<file path="config.mk">
export PLATFORM = sky130hd
export DESIGN_NAME = timer_countdown
export DESIGN_NICKNAME = d
export VERILOG_FILES = /design/src/rtl/timer_pkg.sv /design/src/rtl/tick_gen.sv /design/src/rtl/timer_countdown.sv
export SDC_FILE = /design/constraint.sdc
export NUM_CORES = 1
export LEC_CHECK = 0
export ABC_AREA = 1
export CAP_MARGIN = 30
export CORE_MARGIN = 3
export CORE_UTILIZATION = 30
export DETAILED_ROUTE_END_ITERATION = 7
export SLEW_MARGIN = 20
export SYNTH_ARGS = -nofsm -noshare
export SYNTH_HDL_FRONTEND = slang
export SYNTH_SLANG_ARGS = --single-unit
</file>
<file path="constraint.sdc">
create_clock -name CLK -period 2.19 [get_ports CLK]
set_input_delay 0.219 -clock CLK [delete_from_list [all_inputs] [get_ports CLK]]
set_output_delay 0.219 -clock CLK [all_outputs]
set_load 0.02 [all_outputs]
</file>
<file path="src/rtl/timer_pkg.sv">
// Shared types and constants for the countdown timer: FSM states, display limits, UI modes.
package timer_pkg;

  typedef enum logic [1:0] {
    IDLE,
    RUN,
    PAUSE,
    EXPIRED
  } state_t;

  localparam logic [6:0] SEC_MAX = 7'd59;
  localparam logic [6:0] MIN_MAX = 7'd59;

  localparam logic [3:0] MODE_SET_SEC = 4'b0110;
  localparam logic [3:0] MODE_SET_MIN = 4'b0111;
  localparam logic [3:0] MODE_RUN     = 4'b1000;

  // Presets come from a 7-bit field, so anything above the limit saturates.
  function automatic logic [6:0] clamp_to(input logic [6:0] value, input logic [6:0] limit);
    return (value > limit) ? limit : value;
  endfunction

endpackage

</file>
<file path="src/rtl/tick_gen.sv">
// One-second prescaler: TICK pulses for one CLK when the count reaches TICK_DIV-1.
module tick_gen #(
  parameter int TICK_DIV = 50000000
) (
  input  logic CLK,
  input  logic RESETN,
  input  logic en,
  input  logic clr,
  output logic TICK
);

  localparam int CW = (TICK_DIV > 1) ? $clog2(TICK_DIV) : 1;
  localparam logic [CW-1:0] LAST = CW'(TICK_DIV - 1);

  logic [CW-1:0] cnt;

  assign TICK = en && !clr && (cnt == LAST);

  // clr wins over en; with en low the count is held, which is how PAUSE resumes mid-second.
  always_ff @(posedge CLK or negedge RESETN) begin
    if (!RESETN) begin
      cnt <= '0;
    end else if (clr) begin
      cnt <= '0;
    end else if (en) begin
      cnt <= TICK ? '0 : cnt + CW'(1);
    end
  end

endmodule

</file>
<file path="src/rtl/timer_countdown.sv">
// Countdown stage: loads clamped MIN_A/SEC_A in IDLE, counts down once per tick, alarms at 00:00.
// Optional TIMER_ALARM_TIMEOUT_EN: the alarm clears itself after ALARM_SEC ticks in EXPIRED.
module timer_countdown
  import timer_pkg::*;
#(
  parameter int TICK_DIV  = 50000000,
  parameter int ALARM_SEC = 10
) (
  input  logic       CLK,
  input  logic       RESETN,
  input  logic [6:0] MIN_A,
  input  logic [6:0] SEC_A,
  input  logic [3:0] COUNT,
  input  logic       S,
  input  logic       C,
  output logic [6:0] MIN_T,
  output logic [6:0] SEC_T,
  output logic       RUNNING,
  output logic       ALARM
);

  if (TICK_DIV < 2 || ALARM_SEC < 1) begin : g_param_check
    $error("timer_countdown: TICK_DIV must be >= 2 and ALARM_SEC >= 1");
  end

  state_t state;
  logic   s_last, c_last;
  logic   s_en, c_en;
  logic   btn_ok;
  logic   tick;
  logic   prescale_en;
  logic   prescale_clr;
  logic   at_zero;

  assign btn_ok  = (COUNT == MODE_RUN);
  assign at_zero = (MIN_T == 7'd0) && (SEC_T == 7'd0);

  // Button pulses are one cycle wide, one cycle after the rising edge, and only in run mode.
  always_ff @(posedge CLK or negedge RESETN) begin
    if (!RESETN) begin
      s_last <= 1'b0;
      c_last <= 1'b0;
      s_en   <= 1'b0;
      c_en   <= 1'b0;
    end else begin
      s_last <= S;
      c_last <= C;
      s_en   <= S & ~s_last & btn_ok;
      c_en   <= C & ~c_last & btn_ok;
    end
  end

`ifdef TIMER_ALARM_TIMEOUT_EN
  localparam int AW = (ALARM_SEC > 1) ? $clog2(ALARM_SEC) : 1;
  localparam logic [AW-1:0] ALARM_LAST = AW'(ALARM_SEC - 1);
  logic [AW-1:0] alarm_cnt;
  assign prescale_en = (state == RUN) || (state == EXPIRED);
`else
  assign prescale_en = (state == RUN);
`endif

  // Holding the prescaler clear in IDLE covers both entry to IDLE and the IDLE->RUN start.
  assign prescale_clr = (state == IDLE);

  tick_gen #(
    .TICK_DIV(TICK_DIV)
  ) u_tick_gen (
    .CLK   (CLK),
    .RESETN(RESETN),
    .en    (prescale_en),
    .clr   (prescale_clr),
    .TICK  (tick)
  );

  always_ff @(posedge CLK or negedge RESETN) begin
    if (!RESETN) begin
      state   <= IDLE;
      MIN_T   <= 7'd0;
      SEC_T   <= 7'd0;
      RUNNING <= 1'b0;
      ALARM   <= 1'b0;
`ifdef TIMER_ALARM_TIMEOUT_EN
      alarm_cnt <= '0;
`endif
    end else begin
      case (state)
        IDLE: begin
          if (!c_en && s_en && !at_zero) begin
            state   <= RUN;
            RUNNING <= 1'b1;
          end else begin
            MIN_T <= clamp_to(MIN_A, MIN_MAX);
            SEC_T <= clamp_to(SEC_A, SEC_MAX);
          end
        end

        RUN: begin
          if (c_en) begin
            state   <= IDLE;
            RUNNING <= 1'b0;
          end else if (s_en) begin
            state   <= PAUSE;
            RUNNING <= 1'b0;
          end else if (tick) begin
            if (SEC_T != 7'd0) begin
              SEC_T <= SEC_T - 7'd1;
            end else if (MIN_T != 7'd0) begin
              MIN_T <= MIN_T - 7'd1;
              SEC_T <= SEC_MAX;
            end
            // Expire on the tick that lands on 00:00; the zero case never decrements.
            if ((MIN_T == 7'd0) && (SEC_T <= 7'd1)) begin
              state   <= EXPIRED;
              RUNNING <= 1'b0;
              ALARM   <= 1'b1;
`ifdef TIMER_ALARM_TIMEOUT_EN
              alarm_cnt <= '0;
`endif
            end
          end
        end

        PAUSE: begin
          if (c_en) begin
            state <= IDLE;
          end else if (s_en) begin
            state   <= RUN;
            RUNNING <= 1'b1;
          end
        end

        EXPIRED: begin
          MIN_T <= 7'd0;
          SEC_T <= 7'd0;
          if (c_en || s_en) begin
            state <= IDLE;
            ALARM <= 1'b0;
          end
`ifdef TIMER_ALARM_TIMEOUT_EN
          else if (tick) begin
            if (alarm_cnt == ALARM_LAST) begin
              state <= IDLE;
              ALARM <= 1'b0;
            end else begin
              alarm_cnt <= alarm_cnt + AW'(1);
            end
          end
`endif
        end

        default: begin
          state   <= IDLE;
          RUNNING <= 1'b0;
          ALARM   <= 1'b0;
        end
      endcase
    end
  end

endmodule

</file>
==> results of run 1 <==
metal layers:
metal | up-vias | share of wire [%] | routed length, um | global-route usage [%]
met2 | 59 | 46 | 3530 | 22.2
met5 | - | 0 | 0 | 0
met3 | 7 | 4.7 | 364 | 2.70
met1 | 1366 | 49 | 3780 | 18.6
li1 | 1495 | - | - | -
met4 | 0 | 0.71 | 55 | 3.16
worst reg2reg max path, stage by stage, from the launching register on:
cell     delay, ns
dfrtp_1       0.41
ha_1          0.21
nand3_2       0.11
nor2_2        0.18
nand3_2       0.12
o21ai_4       0.46
buf_4         0.26
o22ai_1       0.10
state kept, by name (all words and copies together) (netlist names):
signal and count:
ALARM 1, s_last 1, c_last 1, SEC_T 7
c_en 1, MIN_T 7, s_en 1, u_tick_gen.cnt 26
RUNNING 1, state 2
placed cells by master, fill, tap and decap left out, types with 4 or more instances in the layout:
cell,n
clkdlybuf4s50_1,36
o22ai_1,11
nand3_1,41
dfrtp_1,48
a21oi_1,8
o21ai_0,40
nand4_1,5
inv_1,43
nand2_1,127
nor3_1,8
nor2_2,6
clkbuf_8,5
ha_1,6
nor2_4,4
buf_4,4
nor2_1,36
xor2_1,9
nand2_2,4
repair_timing:
action	CTS	global route
gates resized for setup	0	1
hold endpoints to repair	22	0
hold buffers	1	0
setup endpoints to repair	0	1
stage by stage:
stage	cell area (um^2)	setup WS [ns]	std cells	util (%)
floorplan	3080	0.545	432	-
global placement	3610	0.280	598	36.6
detailed placement	3610	0.248	598	36.6
CTS	3760	0.235	607	38.1
global route	3770	0.0741	607	38.2
finish	3770	0.244	607	38.2
cell families after synthesis:
family / count (synthesis) / synth area share, %
xor gates and xnor gates: 12 / 3.41
AOI/OAI and AO/OA: 67 / 12.1
and+or+nand+nor: 245 / 35.9
buffers and inverters: 54 / 7.15
DFF: 48 / 39.0
adders and majority gates: 6 / 2.44
area by class of cell:
class	count	area, um^2
clock buffer	5	68.8
clock inverter	3	68.8
fill	1034	6100
inverter	45	171
multi-input combinational	330	1660
sequential	48	1200
tap	133	166
timing repair buffer	43	425
where the power goes:
group	internal [mW]	switching [mW]	total [mW]
Combinational	0.820	1.31	2.13
Sequential	1.07	0.212	1.28
Clock	0.460	0.322	0.781
Total	2.35	1.85	4.20
Yosys cell counts (2+ instances only):
| cell | n | area [um^2] |
|---|---|---|
| inv_1 | 43 | 161 |
| o21ai_0 | 40 | 200 |
| o21ai_1 | 2 | 10.0 |
| nand2_2 | 4 | 25.0 |
| nor3_1 | 8 | 40.0 |
| nor3b_1 | 3 | 22.5 |
| nand3_2 | 3 | 30.0 |
| buf_4 | 3 | 22.5 |
| nor2_4 | 3 | 33.8 |
| dfrtp_1 | 48 | 1200 |
| nand3_1 | 41 | 205 |
| nand2_1 | 127 | 477 |
| o22ai_1 | 11 | 68.8 |
| a21oi_1 | 8 | 40.0 |
| clkbuf_1 | 3 | 11.3 |
| buf_2 | 3 | 15.0 |
| xor2_1 | 9 | 78.8 |
| nor3_2 | 2 | 20.0 |
| nor2_1 | 36 | 135 |
| nor2_2 | 7 | 43.8 |
| xnor2_1 | 3 | 26.3 |
| and2_1 | 2 | 12.5 |
| nand4_1 | 5 | 31.3 |
| ha_1 | 6 | 75.1 |
| nand3b_1 | 3 | 22.5 |
final timing paths:
path,startpoint,end,slack [ns]
max reg2reg,u_tick_gen.cnt[0]$_DFFE_PN0P_,u_tick_gen.cnt[14]$_DFFE_PN0P_,0.24
max,u_tick_gen.cnt[0]$_DFFE_PN0P_,u_tick_gen.cnt[14]$_DFFE_PN0P_,0.24
min reg2reg,c_last$_DFF_PN0_,c_en$_DFF_PN0_,0.41
min,S,s_last$_DFF_PN0_,0.36
max in group asynchronous,RESETN,u_tick_gen.cnt[24]$_DFFE_PN0P_,1.21
min in group asynchronous,RESETN,SEC_T[6]$_DFFE_PN0P_,0.43
==> results.yml, run 1 <==
run_status:
  outcome: "complete, no violations"
drt:
  antenna_left: 0
  routed_wl_mm: 7.72
  dr.pass1.iters: 4
  first_iter_violations: 156
  post_drt_wl_per_cell_um: 12.7
  drc: 0
  num_vias: 2927
  vias_per_cell: 4.82
setup_path:
  crit_buf_inv: 1
  critPathCaptureType: "flip-flop"
  arrival_ns: 2.14
  path_common_cell: "nand3_2"
  cpPeakStageDelay_ns: 0.45
  path_class: "flip-flop to flip-flop"
  cp_max_fo: 18
  cp_slowest_cell: "o21ai_4"
  worst_setup_path_start_kind: "flip-flop"
  cp_num_cells: 7
  r2r.worst_path.cells: 7
  critPathTopFamily: "compound AO/OA/AOI/OAI gates"
  crit_required_ns: 2.39
  path_cells: "ha_1 -> nand3_2 -> nor2_2 -> nand3_2 -> o21ai_4 -> buf_4 -> o22ai_1"
global_route:
  grt_overflow: 0
  grtUsageTotal_pct: 13.6
  grt_pass1_vias: 2806
  antenna_found_initial: 0
  grt_max_degree: 27
  grt_pass1_wl_mm: 12.9
run:
  max_cap_viol_count: 0
power:
  leakagePower_nw: 1.60
  ir_drop_mv: 0.456
  power_mw: 4.20
  p_per_area_nw_per_um2: 1110
finish:
  antenna_cells: 0
  drive_above_1_share_pct: 7.81
  area_delta_synth_final_pct: 22.3
  nets: 501
clocking:
  insertion_delay_ns: 0.31
  cts_root_buf: "clkbuf_8"
  cts_made_buffers: 5
  cts_tree: "done"
  cts_htree_levels: 2
  clock_sinks: 48
  ctsLongestPathBuffers: 2
  cts.clk_slew.worst_paths_ns: 0.10
  postCtsSetupBuffers: 0
timing:
  rsz0062_at_grt: "false"
  skew_ns: 0.0131
  drv_slew: 0
  layout_min_cycle_time_ns: 1.95
  max_freq_ghz: 0.514
  fin_tns_setup_ns: 0
  hold_viol_final: 0
  slew-limit-headroom_pct: 61.3
  tightest_slew_ns: 0.580
  hold_slack_ns: 0.365
  min_period_over_period_pct: 88.9
  setup_violations: 0
synth:
  synth_area_um2: 3080
  yosysSeqAreaShare_pct: 39.0
  synth-edff-count: 0
  synthArstFlopShare_pct: 100
  ys_seq_elements: 48
  syn_nets: 460
  synth_cells: 432
  synth.distinct_cells: 34
  ys.flop_type: "dfrtp_1"
  syn_area_per_cell_um2: 7.13
  yosys_warnings: 0
floorplan:
  core_um2: 9860
  initial_core_util_pct: 31.2
  dieArea_um2: 11500
  fp-row-count: 36
  die_h_um: 107
  ios: 38
  die_w_um: 107
placement:
  gp_congestion: 0.916
  numPortBuffers: 37
  place_hpwl_mm: 5.74
worst_hold_path:
  hold_depth: 1
  hold_path_class: "input pin to flip-flop"
Note: power is estimated with default switching activity, not from simulation.
==> inputs of run 2 (changes only) <==
--- a/config.mk
+++ b/config.mk
@@ -7,6 +7,7 @@
 export LEC_CHECK = 0
 export ABC_AREA = 1
 export CAP_MARGIN = 30
+export CORE_ASPECT_RATIO = 0.9
 export CORE_MARGIN = 3
 export CORE_UTILIZATION = 30
 export DETAILED_ROUTE_END_ITERATION = 7
==> run 2 against run 1 <==
  * Final cell count down 0.99%
  * Critical endpoint is now u_tick_gen.cnt[11]$_DFFE_PN0P_
  * Wire length down 3.2%
  * Worst hold slack worse by 0.072 ns
  * Clock-buffer cell count up 1
  * Clock skew down 0.0057 ns
  * Cell area up 0.53%
  * Maximum frequency down 0.93%
  * Sequential cell count unchanged
==> results.yml, run 2 (synthesized netlist as in run 1, its figures left out) <==
setup_path:
  critPathCaptureType: "flip-flop"
  setup.worst_path.start: "u_tick_gen.cnt[0]$_DFFE_PN0P_"
  worst_setup_path_start_kind: "flip-flop"
  crit_required_ns: 2.41
  cp_max_fo: 16
  r2r_start: "u_tick_gen.cnt[0]$_DFFE_PN0P_"
  path_class: "flip-flop to flip-flop"
  r2r-end: "u_tick_gen.cnt[11]$_DFFE_PN0P_"
  arrival_ns: 2.18
  r2r.worst_path.cells: 8
  r2r_slack_ns: 0.23
global_route:
  grt_pass1_wl_mm: 12.8
  gr-usage-met2_pct: 20.4
  grt_max_degree: 43
  grt_pass1_vias: 2683
  busiest_layer: "met2"
  grt_use_met3_pct: 3.08
  antenna_found_initial: 0
  use_met1_pct: 19.7
  grtUsageTotal_pct: 13.6
  grt_overflow: 0
floorplan:
  die_h_um: 102
  dieArea_um2: 11500
  die_w_um: 113
  fp-row-count: 34
  ios: 38
  core_um2: 9830
  initial_core_util_pct: 31.3
timing:
  tightest_slew_ns: 0.722
  layout_min_cycle_time_ns: 1.96
  min_period_over_period_pct: 89.7
  hold_slack_ns: 0.293
  drv_slew: 0
  hold_viol_final: 0
  max_freq_ghz: 0.509
  slew-limit-headroom_pct: 51.8
  fin_tns_setup_ns: 0
  skew_ns: 0.00731
  setup_violations: 0
  rsz0062_at_grt: "false"
drt:
  dr.pass1.iters: 4
  first_iter_violations: 150
  post_drt_wl_per_cell_um: 12.4
  num_vias: 2888
  antenna_left: 0
  drc: 0
  routed_wl_mm: 7.48
  vias_per_cell: 4.81
finish:
  area_delta_synth_final_pct: 22.9
  reg_top3: "u_tick_gen.cnt: 26 flops, MIN_T: 7 flops, SEC_T: 7 flops"
  final_cell_mix: "nand2_1, dfrtp_1, inv_1"
  final_common_cell: "nand2_1"
  design_area_um2: 3790
  regMostFlops: "u_tick_gen.cnt"
  antenna_cells: 0
  drive_above_1_share_pct: 7.79
  nets: 502
  largest_reg_flops: 26
power:
  intPower_mw: 2.44
  power_mw: 4.31
  ir_drop_mv: 0.623
  leakagePower_nw: 1.62
  pwr-share-seq_pct: 29.8
  clkPwrFrac_pct: 20.2
  comb_power_share_pct: 50.0
  switchingPower_mw: 1.87
  p_sw_share_pct: 43.4
  p_per_area_nw_per_um2: 1140
clocking:
  clock_sinks: 48
  cts_tree: "done"
  cts_made_buffers: 5
  cts_root_buf: "clkbuf_16"
  insertion_delay_ns: 0.29
  ctsLongestPathBuffers: 2
  ctsResizeCount: 0
  cts.clk_slew.worst_paths_ns: 0.06
  cts_htree_levels: 2
placement:
  gp_congestion: 0.889
  numPortBuffers: 37
  place_hpwl_mm: 5.55
  placed_area_um2: 3610
run:
  max_cap_viol_count: 0
run_status:
  outcome: "complete, no violations"
worst_hold_path:
  hold_path_class: "input pin to asynchronous set/reset pin"
-- run 2: changes by cell type in the layout (fill, tap and decap cells not counted), sizes merged --
cell / delta
buf: +1
bufinv: -1
clkbuf: +1
clkinv: +1
inv: -1
-- run 2: worst max path at each step --
stage                                     endpoint  slack, ns  depth (start not counted)
floorplan                     SEC_T[2]$_DFFE_PN0P_       0.54                         10
global placement    u_tick_gen.cnt[11]$_DFFE_PN0P_       0.30                          8
detailed placement  u_tick_gen.cnt[11]$_DFFE_PN0P_       0.22                          8
CTS                 u_tick_gen.cnt[11]$_DFFE_PN0P_       0.21                          8
global route        u_tick_gen.cnt[11]$_DFFE_PN0P_      0.003                          8
finish              u_tick_gen.cnt[11]$_DFFE_PN0P_       0.23                          8
-- run 2: power by group through the flow --
stage	Combinational, mW	Clock, mW	Sequential, mW
global placement	2.13	0	1.30
floorplan	1.30	0	1.42
global route	2.42	0.924	1.33
finish	2.16	0.869	1.29
CTS	2.17	0.892	1.28
detailed placement	2.15	0	1.30
-- run 2: critical path, stage by stage (launching register included) --
cell     delay, ns
dfrtp_1       0.40
ha_1          0.25
nand3_2       0.11
nor2_2        0.07
nand3_2       0.08
nor2_1        0.07
nor2_2        0.56
o21ai_0       0.18
o21ai_0       0.18
-- run 2: cell type report --
cell class / count / area [um^2]
clock inverter: 2 / 35.0
multi-input combinational: 330 / 1660
inverter: 45 / 171
clock buffer: 6 / 129
tap: 126 / 158
sequential: 48 / 1200
timing repair buffer: 44 / 433
fill: 999 / 6040
-- run 2: stage by stage --
step	util [%]	setup slack, ns	instances
3_3_place_gp	36.8	0.299	592
6_report	38.5	0.226	601
4_1_cts	38.5	0.208	601
5_1_grt	38.5	0.00257	601
3_5_place_dp	36.8	0.221	592
2_1_floorplan	-	0.545	432
-- run 2: what timing repair did --
item,in CTS,in global routing
hold buffers,1,0
buffers inserted,0,0
hold endpoints to repair,6,0
setup endpoints to repair,0,0
-- run 2: per-layer routing --
metal,vias up,part of all wire (%)
met4,0,1.2
met2,64,43
met5,-,0
met1,1328,50
li1,1490,-
met3,6,5.7
